<file path="src/rtl/fetch_pc_ctrl.sv">
// Fetch-stage PC controller: owns the fetch PC, a direct-mapped table of 2-bit
// branch-history counters, and resolved-branch / mispredict statistics.
module fetch_pc_ctrl #(
  parameter int          BHT_BITS = 6,
  parameter logic [31:0] RESET_PC = 32'h0000_0000
) (
  input  logic        clk,
  input  logic        reset,
  input  logic        stall,
  input  logic [31:0] dec_pc_plus_4,
  input  logic [31:0] dec_target,
  input  logic        dec_is_branch,
  input  logic        dec_is_jump,
  input  logic        res_valid,
  input  logic [31:0] res_pc,
  input  logic        res_taken,
  input  logic        res_predicted,
  input  logic [31:0] res_target,
  output logic [31:0] pc,
  output logic        pred_taken,
  output logic        flush,
  output logic [31:0] n_branch,
  output logic [31:0] n_mispredict
);
  localparam int BHT_SIZE = 1 << BHT_BITS;

  logic [31:0]         pc_reg, pc_next, redirect_pc;
  logic [31:0]         n_branch_reg, n_branch_next;
  logic [31:0]         n_mispredict_reg, n_mispredict_next;
  logic [BHT_BITS-1:0] rd_idx, wr_idx;
  logic [1:0]          bht_ctr [BHT_SIZE];

  assign rd_idx = pc_reg[BHT_BITS+1:2];
  assign wr_idx = res_pc[BHT_BITS+1:2];

  // Reset masks both combinational decisions so nothing leaks out of the reset cycle.
  assign flush      = ~reset & res_valid & (res_taken != res_predicted);
  assign pred_taken = ~reset & dec_is_branch & bht_ctr[rd_idx][1];

  genvar gi;
  generate
    for (gi = 0; gi < BHT_SIZE; gi++) begin : g_bht
      logic [1:0] ctr_reg;
      always_ff @(posedge clk) begin
        if (reset) begin
          ctr_reg <= 2'b01;
        end else if (res_valid && wr_idx == BHT_BITS'(gi)) begin
          if (res_taken && ctr_reg != 2'b11) begin
            ctr_reg <= ctr_reg + 2'd1;
          end else if (!res_taken && ctr_reg != 2'b00) begin
            ctr_reg <= ctr_reg - 2'd1;
          end
        end
      end
      assign bht_ctr[gi] = ctr_reg;
    end
  endgenerate

  assign redirect_pc = res_taken ? res_target : res_pc + 32'd4;

  always_comb begin
    pc_next = dec_pc_plus_4;
    if (flush) begin
      pc_next = redirect_pc;
    end else if (stall) begin
      pc_next = pc_reg;
    end else if (dec_is_jump || pred_taken) begin
      pc_next = dec_target;
    end
  end

  assign n_branch_next = (res_valid && n_branch_reg != 32'hFFFF_FFFF)
                       ? n_branch_reg + 32'd1 : n_branch_reg;
  assign n_mispredict_next = (flush && n_mispredict_reg != 32'hFFFF_FFFF)
                           ? n_mispredict_reg + 32'd1 : n_mispredict_reg;

  always_ff @(posedge clk) begin
    if (reset) begin
      pc_reg           <= RESET_PC;
      n_branch_reg     <= 32'd0;
      n_mispredict_reg <= 32'd0;
    end else begin
      pc_reg           <= pc_next;
      n_branch_reg     <= n_branch_next;
      n_mispredict_reg <= n_mispredict_next;
    end
  end

  assign pc           = pc_reg;
  assign n_branch     = n_branch_reg;
  assign n_mispredict = n_mispredict_reg;
endmodule

</file>
<file path="config.mk">
export PLATFORM = sky130hd
export DESIGN_NAME = fetch_pc_ctrl
export DESIGN_NICKNAME = d
export VERILOG_FILES = /design/src/rtl/fetch_pc_ctrl.sv
export SDC_FILE = /design/constraint.sdc
export NUM_CORES = 1
export LEC_CHECK = 0
export ABC_AREA = 1
export BUFFER_PORTS_ARGS = -buffer_cell sky130_fd_sc_hd__buf_2
export CORE_ASPECT_RATIO = 0.5
export CORE_MARGIN = 2
export CORE_UTILIZATION = 40
export CTS_CLUSTER_DIAMETER = 30
export CTS_CLUSTER_SIZE = 20
export DETAILED_ROUTE_END_ITERATION = 7
export GPL_ROUTABILITY_DRIVEN = 0
export HOLD_SLACK_MARGIN = 0.1
export PLACE_DENSITY = 0.68
export SLEW_MARGIN = 20
export SYNTH_ARGS = -nofsm -noshare
export SYNTH_HDL_FRONTEND = slang
export SYNTH_SLANG_ARGS = --single-unit
export TNS_END_PERCENT = 20
</file>
<file path="constraint.sdc">
create_clock -name clk -period 2.6 [get_ports clk]
set_clock_uncertainty 0.05 [all_clocks]
set_input_delay 0.39 -clock clk [delete_from_list [all_inputs] [get_ports clk]]
set_output_delay 0.39 -clock clk [all_outputs]
set_load 0.05 [all_outputs]
</file>
==> results of run 1 <==
[Yosys cell counts (3+ instances only)]
cell type / count / area share, %
sky130_fd_sc_hd__xor2_1: 29 / 1.9
sky130_fd_sc_hd__a31oi_1: 37 / 1.7
sky130_fd_sc_hd__o211ai_1: 40 / 2.2
sky130_fd_sc_hd__buf_6: 6 / 0.50
sky130_fd_sc_hd__o21ai_0: 164 / 6.1
sky130_fd_sc_hd__buf_2: 12 / 0.45
sky130_fd_sc_hd__ha_1: 6 / 0.56
sky130_fd_sc_hd__inv_2: 3 / 0.084
sky130_fd_sc_hd__nand3_2: 3 / 0.22
sky130_fd_sc_hd__nor3_1: 40 / 1.5
sky130_fd_sc_hd__a22oi_1: 5 / 0.28
sky130_fd_sc_hd__nand3_1: 161 / 6.0
sky130_fd_sc_hd__nor2_2: 4 / 0.19
sky130_fd_sc_hd__nand4_1: 26 / 1.2
sky130_fd_sc_hd__inv_1: 230 / 6.5
sky130_fd_sc_hd__nor2_4: 4 / 0.34
sky130_fd_sc_hd__o31ai_1: 3 / 0.17
sky130_fd_sc_hd__or2_2: 23 / 1.1
sky130_fd_sc_hd__o22ai_1: 4 / 0.19
sky130_fd_sc_hd__xnor2_1: 6 / 0.39
sky130_fd_sc_hd__nand3b_1: 31 / 1.7
sky130_fd_sc_hd__nor4_1: 14 / 0.65
sky130_fd_sc_hd__buf_4: 9 / 0.50
sky130_fd_sc_hd__a21oi_1: 174 / 6.5
sky130_fd_sc_hd__buf_1: 6 / 0.17
sky130_fd_sc_hd__nand2_1: 510 / 14
sky130_fd_sc_hd__o21a_1: 4 / 0.22
sky130_fd_sc_hd__dfxtp_1: 224 / 34
sky130_fd_sc_hd__clkbuf_1: 62 / 1.7
sky130_fd_sc_hd__nor3b_1: 3 / 0.17
sky130_fd_sc_hd__o21ai_1: 6 / 0.22
sky130_fd_sc_hd__nor2_1: 254 / 7.1
[worst max path at each step]
stage | startpoint | to | cells past startpoint
2_1_floorplan | pc[2] | pred_taken | 13
3_3_place_gp | res_valid | n_mispredict[19] | 11
3_5_place_dp | res_valid | n_mispredict[19] | 11
4_1_cts | pc[2] | pred_taken | 12
5_1_grt | pc[2] | pred_taken | 12
6_report | pc[2] | pred_taken | 12
[final cells by class]
class	count	area share, %
clock inverter	29	2.603
sequential	224	27.06
timing repair buffer	272	9.558
multi-input combinational	1568	45.62
clock buffer	44	6.374
tap	441	3.327
inverter	237	5.447
antenna	1	0.01509
[power by group]
group / switching, mW / internal [mW] / total [mW]
Clock: 1.96 / 3.88 / 5.84
Combinational: 0.835 / 0.371 / 1.21
Sequential: 0.0591 / 3.50 / 3.56
[per-layer routing]
metal	GRT usage [%]	up-vias
li1	-	7472
met1	31.46	6788
met2	39.74	479
met3	4.122	78
met4	7.695	2
met5	0	-
[worst register-to-register path, stage by stage (launching register included)]
cell and delay (ns):
sky130_fd_sc_hd__dfxtp_4 0.46, sky130_fd_sc_hd__buf_8 0.16, sky130_fd_sc_hd__nand2_1 0.06, sky130_fd_sc_hd__nand3_1 0.09
sky130_fd_sc_hd__nand3_1 0.08, sky130_fd_sc_hd__nand2_1 0.07, sky130_fd_sc_hd__nand2_1 0.05, sky130_fd_sc_hd__nand3_1 0.09
sky130_fd_sc_hd__nand3_1 0.08, sky130_fd_sc_hd__nand2_2 0.15, sky130_fd_sc_hd__nand2_8 0.08, sky130_fd_sc_hd__buf_4 0.21
sky130_fd_sc_hd__nand2_4 0.27, sky130_fd_sc_hd__nand2_1 0.10, sky130_fd_sc_hd__nand3_1 0.08, sky130_fd_sc_hd__nand3_1 0.07
sky130_fd_sc_hd__nand2_1 0.07, sky130_fd_sc_hd__inv_1 0.03
[cell families (layout without fill, tap and decap cells)]
group / count (synthesis) / in the layout
fa+ha+maj: 6 / 6
simple gates: 1082 / 1082
buf+inv: 332 / 582
flops: 224 / 224
other cells: 0 / 1
compound gates: 445 / 445
xor+xnor: 35 / 35
[repair_timing]
| item | CTS | global route |
|---|---|---|
| setup endpoints to repair | 1 | 1 |
| pin swaps | 2 | 2 |
| hold buffers | 0 | 0 |
| buffers inserted | 1 | 0 |
| resized for setup | 17 | 2 |
| gates cloned | 1 | 1 |
[stage by stage]
stage,cells,hold slack [ns],instance area [µm²]
after detailed placement,2739,0.4131,14980
after global routing,2816,0.1650,16590
after global placement,2739,0.4137,14980
final,2816,0.1558,16590
after CTS,2814,0.1370,16550
after floorplan,2124,0.3995,13380
==> impl_metrics.csv, run 1 <==
group,metric,value,unit
pwr,leakage,7.070,nW
route,topRoutingLayerUsed,"met5",
worst_setup_path,r2r.worst_path.cells,17,
worst_setup_path,worstPathBufferInverterCount,3,
synthesis,count_of_distinct_cell_types_in_the_synthesized_netlist,50,
placed_design,placement.io_buffers,233,
pwr,power_density,639.8,nW/µm²
synthesis,syn_nets,2266,
clock_network,number_of_buffers_added_by_the_clock_tree_synthesis_step,40,
synthesis,synthArstFlopShare,0,%
route,avgViaCountPerCell,5.262,
clock_network,cts_tree,"built",
worst_setup_path,cp_data_required_time,2.16,ns
run,maxCapViolations,0,
worst_setup_path,end_kind,"output pin",
clock_network,cts_max_level,2,
pwr,totalPowerFinal,10.61,mW
global_route,antenna_found_initial,3,
worst_setup_path,critical_path.max_fanout,9,
worst_setup_path,cp_top_family,"simple AND/OR/NAND/NOR gates",
floorplan,chipHeight,133.3,µm
synthesis,mean_instance_size_in_the_synthesized_netlist,6.300,µm²
worst_setup_path,worst_path_max_delay_cell,"sky130_fd_sc_hd__dfxtp_4",
synthesis,yosys-mux-area-fraction,0,%
placed_design,dp_hpwl,30.53,mm
clock_network,cts-root-to-sink-buffers,3,
synthesis,synth_top_family_by_area,"simple AND/OR/NAND/NOR gates",
synthesis,yosysWarningCount,0,
floorplan,floorplan.initialDensity,40.56,%
route,post_drt_wl_per_cell,15.19,µm
finish,finish.net_count,2485,
clock_network,clkSinkCount,224,
finish,multi_input_area,7566,µm²
finish,mostFrequentLayoutCells,"508 x sky130_fd_sc_hd__nand2_1, 254 x sky130_fd_sc_hd__nor2_1, 230 x sky130_fd_sc_hd__buf_2, 229 x sky130_fd_sc_hd__inv_1, 223 x sky130_fd_sc_hd__dfxtp_1",
sta,clock.fmax,389.1,MHz
route,detail-route-antenna-nets,0,
sta,max_slew_headroom,33.01,%
sta,final.min_clock_period,2.570,ns
placed_design,pre_cts_slack,0.2284,ns
status,status,"finished clean",
worst_setup_path,crit_chain,"buf_8, nand2_1, nand3_1, nand3_1, nand2_1, nand2_1, nand3_1, nand3_1, nand2_2, nand2_8, inv_4, buf_8",
synthesis,syn-cell-area,13380,µm²
route,met3_wirelength,2.734,mm
sta,rsz_0062_raised_after_global_routing,"yes",
finish,synthToLayoutAreaGrowth,23.95,%
floorplan,die_x,262.7,µm
worst_setup_path,setup.worst_path.start_class,"flip-flop",
synthesis,syn_inst,2124,
hold_path,hold_depth,5,
finish,final_common_cell,"sky130_fd_sc_hd__nand2_1",
finish,largest_register_ffs,128,
finish,number_of_filler_instances_in_the_final_layout,3322,
route,routed-wl-met2,19.44,mm
floorplan,placement_rows,47,
sta,totalNegativeSetupSlack,0,ns
synthesis,fraction_of_the_mapped_netlist_area_in_compound_gates,18.30,%
route,detailedRoute.firstIterationViolations,1143,
route,route.vias.total,14820,
hold_path,holdPathEnd,"pc[1]",
worst_setup_path,regToRegEndpoint,"pc[11]",
global_route,grt_first_pass_wirelength,68.58,mm
hold_path,timing.hold.worst.start,"dec_target[1]",
finish,seqCellArea,4488,µm²
worst_setup_path,path_common_cell,"sky130_fd_sc_hd__nand3_1",
global_route,via_count_of_the_first_global_routing_pass,13430,
global_route,globalRouteTotalUtil,23.82,%
worst_setup_path,timing.setup.critical_path_class,"reg2out",
route,remaining_drc_errors,0,
sta,period_share,98.84,%
sta,max_slew.worst_pin.slew,1.005,ns
synthesis,synth-main-ff-cell,"sky130_fd_sc_hd__dfxtp_1",
sta,timing.final.setup_violations,0,
worst_setup_path,critical_path_arrival,2.13,ns
worst_setup_path,timing.rr.start,"pc[2]",
synthesis,number_of_flops_mapped_to_enable_cells_by_yosys,0,
route,met1Wirelength,19.42,mm
worst_setup_path,ff2ff_setup_slack,0.25,ns
hold_path,min_path_type,"in2reg",
floorplan,placeableCoreArea,32990,µm²
floorplan,die-area,35020,µm²
synthesis,ys_seq_elements,224,
pwr,power.ir.vdd_worst,0.0004444,V
synthesis,synth_simple_gate_area_share,35.29,%
clock_network,clk_pin_slew,0.06,ns
sta,final-max-slew-violation-count,0,
global_route,grt_max_degree,125,
synthesis,fraction_of_the_yosys_area_taken_by_sequential_cells,33.51,%
clock_network,clock_insertion_delay_worst_skew,0.53,ns
sta,final.setup.worst_slack,0.03005,ns
clock_network,cts.root.buffer_cell,"sky130_fd_sc_hd__clkbuf_16",
sta,finalHoldViolCount,0,
route,drt-pass1-iter-count,5,
worst_setup_path,worst_path_largest_cell_delay,0.46,ns
finish,drive_above_1_share,16.72,%
synthesis,synth_xor_area_share,2.291,%
global_route,grt_overflow_total,0,
synthesis,post_synth_fa_ha_maj_area_fraction,0.5610,%
floorplan,pin_count,234,
finish,final_util,50.28,%
route,totalWireLength,42.79,mm
No activity file was read; power rests on OpenSTA's default activity.
==> inputs of run 2 (changes only) <==
--- a/config.mk
+++ b/config.mk
@@ -9,13 +9,13 @@
 export BUFFER_PORTS_ARGS = -buffer_cell sky130_fd_sc_hd__buf_2
 export CORE_ASPECT_RATIO = 0.5
 export CORE_MARGIN = 2
-export CORE_UTILIZATION = 40
+export CORE_UTILIZATION = 30
 export CTS_CLUSTER_DIAMETER = 30
 export CTS_CLUSTER_SIZE = 20
 export DETAILED_ROUTE_END_ITERATION = 7
 export GPL_ROUTABILITY_DRIVEN = 0
 export HOLD_SLACK_MARGIN = 0.1
-export PLACE_DENSITY = 0.68
+export PLACE_DENSITY = 0.56
 export SLEW_MARGIN = 20
 export SYNTH_ARGS = -nofsm -noshare
 export SYNTH_HDL_FRONTEND = slang
==> run 2 against run 1 <==
Die area increased by 33%. Count of clock-buffer cells in the layout increased by 10. Sequential power about the same. Routed wire length up 6.1%. Register-to-register slack got worse by 0.03 ns. Via count hardly changed.
==> impl_metrics.csv, run 2 (synthesis results as in run 1) <==
group,metric,value,unit
placed_design,placement.io_buffers,233,
global_route,via_count_of_the_first_global_routing_pass,13260,
route,post_drt_wl_per_cell,15.24,µm
placed_design,cell_count_after_placement,2884,
finish,synthToLayoutAreaGrowth,26.83,%
worst_setup_path,setup.worst_path.start_class,"flip-flop",
pwr,power_density,635.5,nW/µm²
route,detail-route-antenna-nets,0,
finish,finish.net_count,2492,
placed_design,pre_cts_slack,0.07049,ns
pwr,cellInternalPower,7.729,mW
worst_setup_path,r2r.worst_path.cells,17,
worst_setup_path,critical_path.max_fanout,8,
pwr,power.switching_fraction,28.33,%
pwr,power.ir.vdd_worst,0.0004530,V
sta,final-max-slew-violation-count,0,
worst_setup_path,cp_data_required_time,2.16,ns
finish,drive_above_1_share,17.82,%
worst_setup_path,end_kind,"output pin",
run,maxCapViolations,0,
clock_network,cts.root.buffer_cell,"sky130_fd_sc_hd__clkbuf_16",
worst_setup_path,worstPathBufferInverterCount,3,
clock_network,number_of_buffers_added_by_the_clock_tree_synthesis_step,45,
sta,timing.final.setup_violations,0,
route,drt-pass1-iter-count,5,
worst_setup_path,timing.setup.critical_path_class,"reg2out",
finish,largest_register_ffs,128,
hold_path,min_path_type,"in2reg",
hold_path,holdPathEnd,"pc[14]",
worst_setup_path,crit_chain,"buf_8, nand2_1, nand3_1, nand3_2, nand2_1, nand2_1, nand3_2, nand3_2, nand2_4, nand2_8, inv_6, buf_8",
pwr,pwr-share-comb,11.3,%
worst_setup_path,worst_path_max_delay_cell,"sky130_fd_sc_hd__dfxtp_4",
floorplan,pin_count,234,
placed_design,dp_hpwl,32.46,mm
worst_setup_path,regToRegEndpoint,"pc[12]",
route,avgViaCountPerCell,4.974,
floorplan,placeableCoreArea,43780,µm²
pwr,p_clk_share,55.6,%
route,route.vias.total,14810,
clock_network,cts_tree,"built",
floorplan,floorplan.initialDensity,30.56,%
worst_setup_path,ff2ff_setup_slack,0.22,ns
floorplan,chipHeight,153.3,µm
hold_path,hold_depth,5,
route,detailedRoute.firstIterationViolations,1139,
sta,period_share,99.26,%
sta,max_slew.worst_pin.slew,0.8424,ns
clock_network,cts_max_level,2,
global_route,antenna_found_initial,6,
floorplan,die-area,46410,µm²
sta,rsz_0062_raised_after_global_routing,"yes",
finish,final-instance-count-excl-fill,2978,
finish,final_common_cell,"sky130_fd_sc_hd__nand2_1",
clock_network,clkSinkCount,224,
global_route,grt_overflow_total,0,
hold_path,timing.hold.worst.start,"dec_target[14]",
worst_setup_path,worst_path_largest_cell_delay,0.47,ns
worst_setup_path,cp_top_family,"simple AND/OR/NAND/NOR gates",
sta,clock.fmax,387.5,MHz
sta,final.setup.worst_slack,0.01932,ns
floorplan,placement_rows,54,
finish,postLayoutCellArea,16970,µm²
pwr,leakage,7.130,nW
sta,finalHoldViolCount,0,
pwr,totalPowerFinal,10.78,mW
worst_setup_path,timing.rr.start,"pc[2]",
floorplan,die_x,302.7,µm
global_route,grt_max_degree,148,
clock_network,clock_insertion_delay_worst_skew,0.56,ns
sta,final.min_clock_period,2.581,ns
finish,mostFrequentLayoutCells,"503 x sky130_fd_sc_hd__nand2_1, 254 x sky130_fd_sc_hd__nor2_1, 230 x sky130_fd_sc_hd__buf_2, 227 x sky130_fd_sc_hd__inv_1, 222 x sky130_fd_sc_hd__dfxtp_1",
global_route,grt_first_pass_wirelength,71.15,mm
pwr,net-switching-power,3.055,mW
worst_setup_path,critical_path_arrival,2.14,ns
pwr,power_frac_seq,33.1,%
clock_network,clk_pin_slew,0.06,ns
placed_design,place_area,15130,µm²
sta,max_slew_headroom,43.84,%
global_route,globalRouteTotalUtil,18.91,%
worst_setup_path,cp_launch_point,"pc[2]",
route,remaining_drc_errors,0,
clock_network,cts-root-to-sink-buffers,3,
status,status,"finished clean",
route,totalWireLength,45.39,mm
## run 2: worst max-delay path by stage
stage / end / slack [ns] / cells after the start
CTS: pred_taken / -0.01 / 12
global placement: n_branch[16] / -0.01 / 11
finish: pred_taken / 0.02 / 12
detailed placement: n_branch[16] / 0.07 / 11
floorplan: pred_taken / 0.04 / 13
global route: pred_taken / -0.12 / 12
## run 2: worst min-delay path, stage by stage
cell	delay [ns]
sky130_fd_sc_hd__buf_2	0.10
sky130_fd_sc_hd__inv_1	0.04
sky130_fd_sc_hd__nand2_1	0.05
sky130_fd_sc_hd__nand3_1	0.06
sky130_fd_sc_hd__a21oi_1	0.05
## run 2: repair_timing
action / in CTS / in global routing
endpoints found under the setup margin: 1 / 33
hold buffers: 1 / 0
gates resized for setup: 18 / 28
setup buffers: 1 / 2
gates cloned: 1 / 2
pin swaps: 2 / 17
hold endpoints to repair: 1 / 0
## run 2: metrics by stage
| step | setup TNS (ns) | hold WS [ns] | utilization (%) |
|---|---|---|---|
| 6_report | 0 | 0.1283 | 38.76 |
| 5_1_grt | -0.1185 | 0.1387 | 38.76 |
| 4_1_cts | -0.009511 | 0.1127 | 38.35 |
| 3_5_place_dp | 0 | 0.4159 | 34.57 |
| 3_3_place_gp | -0.01378 | 0.4150 | 34.57 |
| 2_1_floorplan | 0 | 0.3995 | - |
## run 2: area by class of cell
class                           count  area, µm²
Tap cell                          588      735.7
Clock inverter                     28      369.1
Timing Repair Buffer              273       1595
Multi-Input combinational cell   1568       7661
Antenna cell                        5      12.51
Inverter                          237      910.9
Sequential cell                   224       4489
Clock buffer                       54       1190
Fill cell                        4653      26810
Timing Repair inverter              1      7.507
## run 2: metal layers
| layer | vias to the layer above | track usage (%) | share of wire [%] |
|---|---|---|---|
| li1 | 7488 | - | - |
| met1 | 6817 | 25.73 | 45 |
| met2 | 427 | 30.04 | 46 |
| met3 | 79 | 3.525 | 6.3 |
| met4 | 2 | 6.169 | 2.7 |
| met5 | - | 0 | 0.029 |
## run 2: power groups by stage
stage / logic, mW / clock network (mW) / registers (mW)
finish: 1.22 / 6.00 / 3.57
global route: 1.33 / 6.31 / 3.57
CTS: 1.19 / 6.11 / 3.56
detailed placement: 1.16 / 0 / 3.63
global placement: 1.16 / 0 / 3.63
floorplan: 0.609 / 0 / 3.79
